<file path="src/rtl/sc_io_bus_pkg.sv">
// Shared definitions for the sc_io_bus data-side I/O stage: register word
// offsets inside the I/O window, KEY register field positions, and the
// offset decoder used by the read mux and the register write enables.
package sc_io_bus_pkg;

    // Register word offsets within the 256-byte I/O window
    localparam logic [7:0] OFS_SW    = 8'h00;
    localparam logic [7:0] OFS_KEY   = 8'h04;
    localparam logic [7:0] OFS_LED   = 8'h10;
    localparam logic [7:0] OFS_HEX   = 8'h20;
    localparam logic [7:0] OFS_TIMER = 8'h30;

    // KEY register layout: sticky press flags low, live level from bit 4
    localparam int KEY_PEND_LSB  = 0;
    localparam int KEY_LEVEL_LSB = 4;

    // HEX register holds six display nibbles
    localparam int HEX_W = 24;

    typedef enum logic [2:0] {
        REG_SW    = 3'd0,
        REG_KEY   = 3'd1,
        REG_LED   = 3'd2,
        REG_HEX   = 3'd3,
        REG_TIMER = 3'd4,
        REG_NONE  = 3'd5
    } io_reg_e;

    // Decode a word index (addr[7:2]); byte lane bits are not part of the decode
    function automatic io_reg_e decode_word(input logic [5:0] widx);
        io_reg_e r;
        r = REG_NONE;
        if (widx == OFS_SW[7:2])         r = REG_SW;
        else if (widx == OFS_KEY[7:2])   r = REG_KEY;
        else if (widx == OFS_LED[7:2])   r = REG_LED;
        else if (widx == OFS_HEX[7:2])   r = REG_HEX;
        else if (widx == OFS_TIMER[7:2]) r = REG_TIMER;
        return r;
    endfunction

endpackage

</file>
<file path="src/rtl/sc_io_bus_key_debounce.sv">
// key_debounce: single-bit stable-count filter. dout follows din only after
// din has differed from dout for DB_CYCLES consecutive cycles; any return to
// the current dout value restarts the count. dout resets to 0 (released).
// The module is only needed when IO_KEY_DEBOUNCE_EN is defined, so it is only
// defined in that build and never appears as a stray top in the default one.
`ifdef IO_KEY_DEBOUNCE_EN
module key_debounce #(
    parameter int DB_CYCLES = 65535
) (
    input  logic clock,
    input  logic reset,
    input  logic din,
    output logic dout
);

    localparam int CNT_W = (DB_CYCLES > 1) ? $clog2(DB_CYCLES) : 1;
    localparam logic [CNT_W-1:0] CNT_LAST = CNT_W'(DB_CYCLES - 1);

    logic [CNT_W-1:0] cnt;

    // Count consecutive differing cycles; accept the new level on the last one
    always_ff @(posedge clock or posedge reset) begin
        if (reset) begin
            dout <= 1'b0;
            cnt  <= '0;
        end else if (din != dout) begin
            if (cnt == CNT_LAST) begin
                dout <= din;
                cnt  <= '0;
            end else begin
                cnt <= cnt + 1'b1;
            end
        end else begin
            cnt <= '0;
        end
    end

endmodule
`endif

</file>
<file path="src/rtl/sc_io_bus.sv">
// sc_io_bus: data-side bus stage behind the single-cycle core. Routes each
// access either to data memory or to the memory-mapped I/O window (switches,
// keys with sticky press flags, LEDs, hex display value, millisecond timer).
// Reads are combinational; writes land on the rising clock edge.
// Optional build macro: IO_KEY_DEBOUNCE_EN adds a key_debounce filter per key.
module sc_io_bus
    import sc_io_bus_pkg::*;
#(
    parameter logic [31:0] IO_BASE   = 32'hFFFF_FF00,
    parameter int          SW_W      = 10,
    parameter int          KEY_W     = 4,
    parameter int          LED_W     = 10,
    parameter int          TICK_DIV  = 50000,
    parameter int          DB_CYCLES = 65535
) (
    input  logic              clock,
    input  logic              reset,
    input  logic [31:0]       addr,
    input  logic [31:0]       wdata,
    input  logic              wmem,
    output logic [31:0]       rdata,
    input  logic [31:0]       dmem_rdata,
    output logic              dmem_we,
    input  logic [SW_W-1:0]   sw,
    input  logic [KEY_W-1:0]  key_n,
    output logic [LED_W-1:0]  led,
    output logic [HEX_W-1:0]  hex_val
);

    localparam int PS_W = (TICK_DIV > 2) ? $clog2(TICK_DIV) : 1;
    localparam logic [PS_W-1:0] PS_LAST = PS_W'(TICK_DIV - 1);

    // Byte-lane bits take no part in the decode
    logic unused_addr_bits;
    assign unused_addr_bits = ^addr[1:0];

    logic    io_sel;
    io_reg_e reg_sel;
    logic    io_wr;

    logic [SW_W-1:0]  sw_meta;
    logic [SW_W-1:0]  sw_sync;
    logic [KEY_W-1:0] key_meta;
    logic [KEY_W-1:0] key_sync;
    logic [KEY_W-1:0] raw_level;
    logic [KEY_W-1:0] level;
    logic [KEY_W-1:0] level_q;
    logic [KEY_W-1:0] key_rise;
    logic [KEY_W-1:0] key_clr;
    logic [KEY_W-1:0] pend;

    logic [PS_W-1:0]  prescaler;
    logic [31:0]      timer;
    logic [31:0]      rd_io;

    assign io_sel  = (addr[31:8] == IO_BASE[31:8]);
    assign reg_sel = io_sel ? decode_word(addr[7:2]) : REG_NONE;
    assign io_wr   = wmem & io_sel;
    assign dmem_we = wmem & ~io_sel;

    // Two-flop synchronisers; keys idle high (released) out of reset
    always_ff @(posedge clock or posedge reset) begin
        if (reset) begin
            sw_meta  <= '0;
            sw_sync  <= '0;
            key_meta <= '1;
            key_sync <= '1;
        end else begin
            sw_meta  <= sw;
            sw_sync  <= sw_meta;
            key_meta <= key_n;
            key_sync <= key_meta;
        end
    end

    // Keys are active-low on the pins; level is 1 while pressed
    assign raw_level = ~key_sync;

`ifdef IO_KEY_DEBOUNCE_EN
    for (genvar i = 0; i < KEY_W; i++) begin : g_db
        key_debounce #(
            .DB_CYCLES (DB_CYCLES)
        ) u_db (
            .clock (clock),
            .reset (reset),
            .din   (raw_level[i]),
            .dout  (level[i])
        );
    end
`else
    localparam int UNUSED_DB_CYCLES = DB_CYCLES;
    assign level = raw_level;
`endif

    // A press is a rising edge of level; W1C from the core clears flags
    assign key_rise = level & ~level_q;
    assign key_clr  = (io_wr && reg_sel == REG_KEY) ? wdata[KEY_W-1:0] : '0;

    // Sticky press flags: a press in the same cycle as a clear wins
    always_ff @(posedge clock or posedge reset) begin
        if (reset) begin
            level_q <= '0;
            pend    <= '0;
        end else begin
            level_q <= level;
            pend    <= (pend & ~key_clr) | key_rise;
        end
    end

    // LED and HEX output registers
    always_ff @(posedge clock or posedge reset) begin
        if (reset) begin
            led     <= '0;
            hex_val <= '0;
        end else if (io_wr) begin
            if (reg_sel == REG_LED) led     <= wdata[LED_W-1:0];
            if (reg_sel == REG_HEX) hex_val <= wdata[HEX_W-1:0];
        end
    end

    // Prescaled timer; a core write reloads it and restarts the prescaler
    always_ff @(posedge clock or posedge reset) begin
        if (reset) begin
            prescaler <= '0;
            timer     <= '0;
        end else if (io_wr && reg_sel == REG_TIMER) begin
            prescaler <= '0;
            timer     <= wdata;
        end else if (prescaler == PS_LAST) begin
            prescaler <= '0;
            timer     <= timer + 32'd1;
        end else begin
            prescaler <= prescaler + 1'b1;
        end
    end

    // Zero-latency read mux; unmapped offsets inside the window read 0
    always_comb begin
        rd_io = '0;
        case (reg_sel)
            REG_SW:    rd_io[SW_W-1:0] = sw_sync;
            REG_KEY: begin
                rd_io[KEY_PEND_LSB  +: KEY_W] = pend;
                rd_io[KEY_LEVEL_LSB +: KEY_W] = level;
            end
            REG_LED:   rd_io[LED_W-1:0] = led;
            REG_HEX:   rd_io[HEX_W-1:0] = hex_val;
            REG_TIMER: rd_io            = timer;
            default:   rd_io            = '0;
        endcase
        rdata = io_sel ? rd_io : dmem_rdata;
    end

endmodule

</file>
<file path="config.mk">
export PLATFORM = sky130hd
export DESIGN_NAME = sc_io_bus
export DESIGN_NICKNAME = d
export VERILOG_FILES = /design/src/rtl/sc_io_bus_pkg.sv /design/src/rtl/sc_io_bus_key_debounce.sv /design/src/rtl/sc_io_bus.sv
export SDC_FILE = /design/constraint.sdc
export NUM_CORES = 1
export LEC_CHECK = 0
export CORE_MARGIN = 5
export CORE_UTILIZATION = 25
export CTS_BUF_LIST = sky130_fd_sc_hd__clkbuf_8
export DETAILED_ROUTE_END_ITERATION = 8
export SETUP_SLACK_MARGIN = 0.4
export SKIP_CTS_REPAIR_TIMING = 1
export SYNTH_ARGS = -nofsm -noshare
export SYNTH_HDL_FRONTEND = slang
export SYNTH_SLANG_ARGS = --single-unit
</file>
<file path="constraint.sdc">
create_clock -name clock -period 13.1 [get_ports clock]
set_clock_uncertainty 0.05 [all_clocks]
set_input_delay 3.93 -clock clock [delete_from_list [all_inputs] [get_ports clock]]
set_output_delay 3.93 -clock clock [all_outputs]
set_load 0.01 [all_outputs]
</file>
### After elaboration in Yosys (flattened, before gate mapping)

Index checks and enable logic that the tools add are counted.

* register bits after elaboration: 118
* logic and storage cells: 54

* bitwise logic cells: 9
* add/sub/neg operators: 2
* eq/ne operators: 10
* reduce and logical (&&, ||, !) cells: 7
* multiplexer cells: 16

Operator list (number)
* $mux W32: 3
* $pmux W8 S5: 1
* $add A32 B1 Y32 const B: 1
* $mux W16: 2
* $pmux W14 S2: 1
* $eq A24 B24 Y1 const B: 1
* $add A16 B1 Y16 const B: 1
* $eq A16 B16 Y1 const B: 1
* $mux W3: 5
* $eq A6 B4 Y1 const B: 2
* $not A4 Y4: 3
* $and A4 B4 Y4: 2
* $mux W8: 1
* $pmux W2 S4: 1
* $eq A3 B2 Y1 const B: 2
* $eq A6 B1 Y1 const B: 1
* $eq A6 B3 Y1 const B: 1
* $logic_not A6 Y1: 1
* $mux W4: 1
* $or A4 B4 Y4: 1
* $reduce_and A2 Y1: 2
* $eq A3 B1 Y1 const B: 1
* $eq A3 B3 Y1 const B: 1
* $logic_not A3 Y1: 1
* 5 further kinds: 7

### Logic depth before layout (Yosys ltp)

* word-level depth: 13
* depth in mapped cells: 8
* mapped depth without buffers: 6

### Least setup slack after synthesis

No wires, ideal clock.

* path type: input -> output
* start: in addr[7]
* end: out rdata[14]
* required time: 9.120 ns
* cell stages on the path: 6
* arrival time: 5.589 ns
* slack: 3.531 ns
* buffers on the path: 2
* cells stage by stage: nor4_1 and3_1 clkbuf_1 clkbuf_1 a22oi_1 o21ai_0

* word-level cells in the longest chain between the ends: 10

RTL lines
* start: declaration: line sc_io_bus.sv:18 `input logic [31:0] addr,`
* $eq A6 B4 Y1: line sc_io_bus_pkg.sv:37 `else if (widx == OFS_TIMER[7:2]) r = REG_TIMER;`
* $mux W1: line sc_io_bus_pkg.sv:37
* $mux W3: line sc_io_bus_pkg.sv:36 `else if (widx == OFS_HEX[7:2]) r = REG_HEX;`
* $mux W3: line sc_io_bus_pkg.sv:35 `else if (widx == OFS_LED[7:2]) r = REG_LED;`
* $mux W3: line sc_io_bus_pkg.sv:34 `else if (widx == OFS_KEY[7:2]) r = REG_KEY;`
* $mux W3 (*): line sc_io_bus_pkg.sv:33 `if (widx == OFS_SW[7:2]) r = REG_SW;`
* $mux W3 (*): line sc_io_bus.sv:57 `assign reg_sel = io_sel ? decode_word(addr[7:2]) : REG_NONE;`
* $eq A3 B3 Y1 / $eq A3 B2 Y1 (equally long branches): line sc_io_bus.sv:140 `case (reg_sel)`
* $pmux W14 S2 (*): line sc_io_bus.sv:140
* $mux W32 (*): line sc_io_bus.sv:151 `rdata = io_sel ? rd_io : dmem_rdata;`
* end: declaration: line sc_io_bus.sv:21 `output logic [31:0] rdata,`

Mark *: on every way between the ends. The rest lies on a longest branch, timed or not.

### Worst setup path after layout

* start: in addr[2]
* end: out rdata[22]

The elaborated chain is that of the path after synthesis.

==> results.cfg <==
[global_route]
use_met1_pct = 18.2
use_met2_pct = 20.1
overflow = 0
met3_usage_pct = 4.45
grt_usage_pct = 13.4
antenna_found_initial = 0
grt_pass1_wl_mm = 27.7
grt_max_degree = 69
grt_pass1_vias = 5089
busiest_layer = met2

[worst_setup_path]
startpoint_type = input pin
slowest_delay_ns = 0.96
crit_chain = clkdlybuf4s50_1 -> or4_1 -> nor3b_2 -> a22oi_1 -> o21ai_0 -> clkdlybuf4s50_1
crit_family = simple AND/OR/NAND/NOR gates
cp_slowest_cell = nor3b_2
crit_path_frequent_cell = clkdlybuf4s50_1
path_buf_inv = 2
cp.arrival_ns = 7.14
setup.worst_path.end_class = output pin
cp.required_ns = 9.12
crit_type = input pin to output pin
cp_max_fo = 15

[clock_network]
cts_root_buffer = clkbuf_8
htreeDepth = 4
cts_tree = yes
clk_pin_slew_ns = 0.08
clock_sinks = 118
clk_path_buf_depth = 2
cts_buffers = 17
clk_latency_ns = 0.45

[place]
placedCellCount = 1052
place_congestion = 0.788
place_hpwl_mm = 12.8
io_buffers = 177

[timing]
grt_setup_unrepaired = false
max_freq_mhz = 90.0
finalHoldViolations = 0
fin_crit_sh_pct = 84.9
maxSlewViolCount = 0
max_slew_margin_pct = 23.5
fin_tns_setup_ns = 0
fin_crit_ns = 11.12
worstMarginPinSlew_ns = 1.14
finalSetupViolCount = 0

[hold_path]
worstHoldPathType = register to register

[status]
status = finished, final reports clean

[layout]
fin_nets = 867
antennaDiodeCount = 0
multi_input_area_um2 = 2710
seq_area_um2 = 2960
layout_commonest_cell = clkdlybuf4s50_1
drive_gt1_share_pct = 10.1
syn2layout_area_growth_pct = 42.8
fillCellCount = 2407
mostFrequentLayoutCells = clkdlybuf4s50_1 (177), dfrtp_1 (110), nor2_1 (62)
layout.cells.non_filler = 1084

[synth]
ys_ff_latch = 118
syn_inst = 584
synth-main-ff-cell = dfrtp_1
yosys_warnings = 0
async_reset_ff_share_pct = 100
synth_nets = 699
synth-edff-count = 0
ys_types = 47
avgSynthCellArea_um2 = 10.0
yosysSeqAreaShare_pct = 50.6
synth_area_um2 = 5850

[detailed_routing]
drt_iter0_markers = 200
firstDrtPassIters = 5
ant_nets = 0
drc = 0
drt-vias-per-instance = 4.54
drt-wirelength-per-cell_um = 16.1
via_count = 4924
finalWirelength_mm = 17.5

[pwr]
ir_worst_vdd_mv = 0.0626
p_leak_nw = 3.45
powerDensity_nw_per_um2 = 94.6

[floorplan]
core_um2 = 23300
start_util_pct = 25.2
pin_count = 180
die_x_um = 163
die_height_um = 163
rows = 56
dieArea_um2 = 26600

[job]
cap_viol_max_count = 0
## flip-flops by register name, summed over array words and instances, names as in the netlist
register / cells
sw_sync: 10
key_meta: 4
pend: 4
level_q: 4
led: 10
sw_meta: 10
hex_val: 24
timer: 32
prescaler: 16
key_sync: 4
## worst paths after layout
check                             start    endpoint  slack, ns  cells after the start
hold / removal               sw_meta[4]  sw_sync[4]       0.30                      0
max in group asynchronous         reset  sw_sync[5]       7.78                      3
setup reg to reg           prescaler[7]   timer[30]       9.91                      5
min in group asynchronous         reset  sw_meta[6]       3.88                      2
hold reg to reg              sw_meta[4]  sw_sync[4]       0.30                      0
setup / recovery                addr[2]   rdata[22]       1.98                      6
## where the power goes
group,leakage [nW],internal (mW),switching (mW),total [mW]
clock,0.204,0.191,0.156,0.347
sequential,1.36,0.370,0.00175,0.372
combinational,1.89,0.0440,0.0272,0.0712
total,3.45,0.606,0.185,0.790
## cell families after synthesis
family / synth area share (%)
compound gates: 10.7
xor+xnor: 6.14
fa+ha+maj: 0.428
buf+inv: 3.14
flops: 50.6
mux: 9.62
simple gates: 19.4
## worst reg2reg max path, delay by kind of cell, from the launching register on
| kind | cells | cell delay (ns) |
|---|---|---|
| and+or+nand+nor | 4 | 2.44 |
| DFF | 1 | 0.42 |
| AOI/OAI and AO/OA | 1 | 0.19 |
## Yosys cell counts (5+ instances only)
cell type  instances  share of area [%]
xnor2_1           30                4.5
nor3_1             9               0.77
nand3_1           19                1.6
a22oi_1           14                1.8
mux2_2            22                4.2
mux2i_1            9                1.5
clkbuf_1          31                2.0
nand4_1           23                2.5
and3_1             7               0.75
o21ai_0           27                2.3
a21oi_1           36                3.1
dfrtp_1          110                 47
inv_1             12               0.77
mux2_1            20                3.8
nor4_1            13                1.4
xor2_1            11                1.6
nand2_1           49                3.1
nor2_1            62                4.0
or4_1              5               0.64
dfstp_2            8                3.6
## per-stage QoR
step	hold slack [ns]	worst slack [ns]	util, %	power (mW)	instance area [um2]
finish	0.303	1.98	35.9	0.790	8360
global route	0.305	1.68	35.9	0.824	8360
CTS	0.304	1.91	35.9	0.800	8360
detailed placement	0.286	1.91	34.2	0.451	7950
global placement	0.285	1.93	34.2	0.451	7950
floorplan	0.281	3.53	-	0.399	5850
## metal layers
| layer | wire length (um) | vias up |
|---|---|---|
| met3 | 1400 | 18 |
| met5 | 0 | - |
| li1 | - | 2430 |
| met4 | 192 | 0 |
| met1 | 8090 | 2313 |
| met2 | 7770 | 163 |
## final cells by class
cell class / count / share of cell area (%)
Tap cell: 319 / 4.78
Inverter: 12 / 0.569
Multi-Input combinational cell: 418 / 32.4
Clock buffer: 18 / 2.96
Timing Repair Buffer: 185 / 21.9
Sequential cell: 118 / 35.5
Clock inverter: 14 / 1.92
No activity file was read; power rests on OpenSTA's default activity.
